**src/rtl/key_event_decoder_pkg.sv**
```systemverilog
// Shared key-handling constants: FSM encodings, default timing and counter width.
package key_event_decoder_pkg;

  // 3-bit state encodings for the click/long-press decoder FSM
  localparam logic [2:0] ST_IDLE      = 3'd0;
  localparam logic [2:0] ST_PRESS1    = 3'd1;
  localparam logic [2:0] ST_WAIT2     = 3'd2;
  localparam logic [2:0] ST_PRESS2    = 3'd3;
  localparam logic [2:0] ST_LONG_HELD = 3'd4;

  typedef enum logic [2:0] {
    IDLE      = ST_IDLE,
    PRESS1    = ST_PRESS1,
    WAIT2     = ST_WAIT2,
    PRESS2    = ST_PRESS2,
    LONG_HELD = ST_LONG_HELD
  } key_fsm_e;

  // Default timing in 50 MHz clock cycles
  localparam int LONG_CNT_DEFAULT   = 50_000_000;  // 1 s hold for a long press
  localparam int DBL_GAP_DEFAULT    = 15_000_000;  // 300 ms release-to-press gap
  localparam int REPEAT_CNT_DEFAULT = 10_000_000;  // 200 ms auto-repeat period
  localparam int DEBOUNCE_CNT       = 1_000_000;   // 20 ms debounce window

  // One shared counter serves every timed state; 26 bits covers the 1 s hold
  localparam int CNT_W = 26;
  typedef logic [CNT_W-1:0] key_cnt_t;

  // Terminal value of a timer that must last 'count' cycles
  function automatic key_cnt_t term_value(input int count);
    return key_cnt_t'(count - 1);
  endfunction

endpackage

```
**src/rtl/key_event_decoder.sv**
```systemverilog
// Turns debounced key edges into short-press, long-press, auto-repeat and
// double-click pulses, each one clock wide and registered.
module key_event_decoder
  import key_event_decoder_pkg::*;
#(
  parameter int LONG_CNT   = LONG_CNT_DEFAULT,
  parameter int DBL_GAP    = DBL_GAP_DEFAULT,
  parameter int REPEAT_CNT = REPEAT_CNT_DEFAULT
) (
  input  logic Clk,
  input  logic Reset_n,
  input  logic key_flag,
  input  logic key_state,
  output logic short_press,
  output logic long_press,
  output logic long_repeat,
  output logic double_click
);

  localparam key_cnt_t LONG_TERM   = term_value(LONG_CNT);
  localparam key_cnt_t GAP_TERM    = term_value(DBL_GAP);
  localparam key_cnt_t REPEAT_TERM = term_value(REPEAT_CNT);

  key_fsm_e state;
  key_fsm_e next_state;
  key_cnt_t cnt;

  logic press_evt;
  logic release_evt;
  logic long_done;
  logic gap_done;
  logic repeat_done;

  logic short_d;
  logic long_d;
  logic repeat_d;
  logic double_d;

  // Key level is only meaningful while key_flag is high
  assign press_evt   = key_flag & ~key_state;
  assign release_evt = key_flag &  key_state;

  // >= so a counter can never run past its terminal value
  assign long_done   = (cnt >= LONG_TERM);
  assign gap_done    = (cnt >= GAP_TERM);
  assign repeat_done = (cnt >= REPEAT_TERM);

  // State register
  always_ff @(posedge Clk or negedge Reset_n) begin
    if (!Reset_n) begin
      state <= IDLE;
    end else begin
      state <= next_state;
    end
  end

  // Next-state logic; a key event always takes priority over a timer expiry
  always_comb begin
    next_state = state;
    case (state)
      IDLE: begin
        if (press_evt) next_state = PRESS1;
      end
      PRESS1: begin
        if (release_evt)    next_state = WAIT2;
        else if (long_done) next_state = LONG_HELD;
      end
      WAIT2: begin
        if (press_evt)     next_state = PRESS2;
        else if (gap_done) next_state = IDLE;
      end
      PRESS2: begin
        if (release_evt)    next_state = IDLE;
        else if (long_done) next_state = LONG_HELD;
      end
      LONG_HELD: begin
        if (release_evt) next_state = IDLE;
      end
      default: next_state = IDLE;
    endcase
  end

  // Output decode: which pulse the current cycle's decision should produce
  always_comb begin
    short_d  = 1'b0;
    long_d   = 1'b0;
    repeat_d = 1'b0;
    double_d = 1'b0;
    case (state)
      PRESS1:    long_d   = ~release_evt & long_done;
      WAIT2:     short_d  = ~press_evt & gap_done;
      PRESS2: begin
        double_d = release_evt;
        long_d   = ~release_evt & long_done;
      end
      LONG_HELD: repeat_d = ~release_evt & repeat_done;
      default: ;
    endcase
  end

  // Shared timer: cleared on every state change, wraps in LONG_HELD for auto-repeat
  always_ff @(posedge Clk or negedge Reset_n) begin
    if (!Reset_n) begin
      cnt <= '0;
    end else if (next_state != state || state == IDLE) begin
      cnt <= '0;
    end else if (state == LONG_HELD && repeat_done) begin
      cnt <= '0;
    end else begin
      cnt <= cnt + key_cnt_t'(1);
    end
  end

  // Registered one-cycle output pulses
  always_ff @(posedge Clk or negedge Reset_n) begin
    if (!Reset_n) begin
      short_press  <= 1'b0;
      long_press   <= 1'b0;
      long_repeat  <= 1'b0;
      double_click <= 1'b0;
    end else begin
      short_press  <= short_d;
      long_press   <= long_d;
      long_repeat  <= repeat_d;
      double_click <= double_d;
    end
  end

endmodule

```
**config.mk**
```make
export PLATFORM = sky130hd
export DESIGN_NAME = key_event_decoder
export DESIGN_NICKNAME = d
export VERILOG_FILES = /design/src/rtl/key_event_decoder_pkg.sv /design/src/rtl/key_event_decoder.sv
export SDC_FILE = /design/constraint.sdc
export NUM_CORES = 1
export LEC_CHECK = 0
export CAP_MARGIN = 30
export CORE_MARGIN = 2
export CORE_UTILIZATION = 50
export DETAILED_ROUTE_END_ITERATION = 7
export PLACE_DENSITY = 0.68
export SLEW_MARGIN = 20
export SYNTH_ARGS = -nofsm -noshare
export SYNTH_HDL_FRONTEND = slang
export SYNTH_SLANG_ARGS = --single-unit
```
**constraint.sdc**
```tcl
create_clock -name Clk -period 2.5 [get_ports Clk]
set_input_delay 0.5 -clock Clk [delete_from_list [all_inputs] [get_ports Clk]]
set_output_delay 0.5 -clock Clk [all_outputs]
set_load 0.02 [all_outputs]
```
==> metrics.cfg <==
[die]
initial_utilization_pct = 51.0
pin_count = 8
num_rows = 23
core-area_um2 = 3940
die_h_um = 67.4
die_area_um2 = 4550
die_width_um = 67.4

[synthesis]
synth-main-ff-cell = dfrtp_1
async_flop_share_pct = 100
synthMuxAreaShare_pct = 0
synth_edf_count = 0
syn-num-nets = 214
synth_top_area_share_pct = 41.0
synth_top_area_cell = dfrtp_1
synth-xor-area-share_pct = 10.4
yosys_warnings = 0
synthCells = 209
synth_compound_area_share_pct = 8.96
ys_seq_area_share_pct = 41.0
yosysMostFrequentCell = dfrtp_1
syn_area_per_cell_um2 = 9.63
synth_common_cells = 33 x dfrtp_1, 19 x nor3_2, 17 x nor3_1, 15 x nand2_1, 15 x nand3_1
yosys.area_share.simple_pct = 33.0
synth_top_family_by_area = simple AND/OR/NAND/NOR gates
ys_top_cells_by_area = dfrtp_1 41%, nor3_2 9.5%, xnor2_1 6.1%, xor2_1 4.4%, nor3_1 4.2%
ys_ff_latch = 33
synthAdderAreaFrac_pct = 0.622
synth_area_um2 = 2010
synth_cell_types = 47

[finish]
antenna_cells = 0
final_util_pct = 55.4
drive_above_1_share_pct = 16.8
final_cells = 264
layout.nets = 219
area_delta_synth_final_pct = 8.52
fill_cells = 340

[clock_tree]
post-cts-setup-buffers = 0
htree_levels = 2
cts_tree = yes
clkLatencyLatePin_ns = 0.29
cts_sinks = 33
path_clk_slew_ns = 0.06
clk_path_buf_depth = 2
cts-root-buf = clkbuf_8
cts.repair.resized = 0
numCtsBuffers = 5
hold_buffers = 0

[worst_setup_path]
cp_data_required_time_ns = 2.67
endpoint_kind = flip-flop
reg2reg_to = cnt[8]
start_kind = flip-flop
slowest_stage = dfrtp_1
cp_num_buf_inv = 1
cp_data_arrival_time_ns = 2.46
path_max_fanout = 13
worstReg2RegStart = cnt[0]
crit_path_max_incr_delay_ns = 0.43
cp-endpoint = cnt[8]
reg2reg_slack_ns = 0.20
worstPathCellList = ha_1 -> nand3_1 -> o211a_1 -> o31ai_2 -> nand2b_1 -> o311a_1 -> buf_4 -> nor3_2
path_class = reg -> reg
worstSetupStartpoint = cnt[0]
worst_r2r_path_depth = 8
path_depth = 8
cpLargestDelayFamily = compound AO/OA/AOI/OAI gates

[routing]
finalWirelength_um = 4050
drtAntennaViolNets = 0
vias = 1567
avgViaCountPerCell = 5.94
first_pass_iters = 4
drcViolationCount = 0
first_iter_violations = 79
post_drt_wl_per_cell_um = 15.3

[timing]
setup_viol = 0
worst_pin_slew_ns = 0.410
fin_crit_ns = 2.30
hold_violations = 0
fin_ws_ns = 0.204
clock_skew_ns = 0.00762
max_freq_ghz = 0.436
finalSetupTns_ns = 0
post-route-period-util_pct = 91.8
holdWs_ns = 0.536
rsz0062_at_grt = no
final_max_slew_viol_count = 0
slew_headroom_pct = 72.7

[power]
leakage_nw = 0.884
p_sw_share_pct = 31.0
power_density_nw_per_um2 = 578
peakVddDrop_v = 0.000338
power_frac_seq_pct = 48.9
clkPwrFrac_pct = 31.8
pwr-share-comb_pct = 19.3
internal_power_w = 0.000871
switchingPower_w = 0.000391

[grt]
grt_pass1_vias = 1609
grt_max_degree = 34
grt_pass1_wl_um = 7220
antenna_found_initial = 0
grt_usage_pct = 21.5
grt_overflow = 0

[place]
portBuffers = 7
dpl.hpwl_um = 2870
dp_slack_ns = 0.122
gp_congestion = 0.830
place_inst = 257

[run]
maxCapViolCount = 0

[hold_path]
hold_path.class = reg -> reg

[run_status]
status = finished clean

## cell usage in the layout (no fill, tap or decap), drive strengths merged, types with 4 or more instances in the layout
| cell | netlist | layout |
|---|---|---|
| nor2 | 11 | 11 |
| xnor2 | 14 | 14 |
| nor4 | 4 | 4 |
| nor3 | 37 | 37 |
| nand2 | 15 | 15 |
| clkdlybuf4s50 | 0 | 7 |
| clkbuf | 7 | 7 |
| and3 | 7 | 7 |
| buf | 8 | 6 |
| xor2 | 10 | 10 |
| nand4 | 8 | 8 |
| inv | 4 | 4 |
| o21ai | 5 | 5 |
| nand3 | 15 | 15 |
| dfrtp | 33 | 33 |
## flip-flops by register name, summed over array words and instances, names as in the netlist
signal        cells
cnt              26
double_click      1
short_press       1
long_repeat       1
state             3
long_press        1
## cell type report
cell class	instances	area [um2]	area share, %
repair buffers	13	128	5.85
inverters	4	15.0	0.688
clock buffers	7	86.3	3.95
flip-flops and latches	33	826	37.8
multi-input cells	157	1070	48.8
well taps	50	62.6	2.87
## per-stage QoR
step | area (um2) | power, W
2_1_floorplan | 2010 | 0.000814
3_3_place_gp | 2100 | 0.000863
3_5_place_dp | 2100 | 0.000872
4_1_cts | 2180 | 0.00128
5_1_grt | 2180 | 0.00133
6_report | 2180 | 0.00126
## power groups by stage
stage	Sequential, W	Clock (W)	Combinational [W]
6_report	0.000617	0.000402	0.000244
5_1_grt	0.000623	0.000442	0.000268
4_1_cts	0.000615	0.000415	0.000249
3_5_place_dp	0.000625	0	0.000247
3_3_place_gp	0.000621	0	0.000242
2_1_floorplan	0.000599	0	0.000215
## routing by layer
layer  part of all wire [%]  up-vias  track usage, %
li1                       -      759               -
met1                     44      780            24.5
met2                     51       24            37.4
met3                    3.0        4            5.33
met4                    2.1        0            10.7
met5                      0        -               0
## logic make-up after synthesis
| family | Yosys count |
|---|---|
| DFF | 33 |
| xor gates and xnor gates | 24 |
| AOI/OAI and AO/OA | 24 |
| adders and majority gates | 1 |
| and+or+nand+nor | 108 |
| buffers and inverters | 19 |
## how the worst min path moves through the flow
stage	slack, ns	startpoint	cells after the start	to
detailed placement	0.53	cnt[0]	1	cnt[0]
CTS	0.55	cnt[0]	1	cnt[0]
global placement	0.52	cnt[0]	1	cnt[0]
finish	0.54	cnt[0]	1	cnt[0]
floorplan	0.20	Reset_n	0	cnt[0]
global route	0.58	cnt[0]	1	cnt[0]
## worst register-to-register path, stage by stage (launching register included)
cell      delay, ns
dfrtp_1        0.43
ha_1           0.28
nand3_1        0.13
o211a_1        0.24
o31ai_2        0.39
nand2b_1       0.19
o311a_1        0.20
buf_4          0.26
nor3_2         0.08
Power figures use the tool's default switching activity.
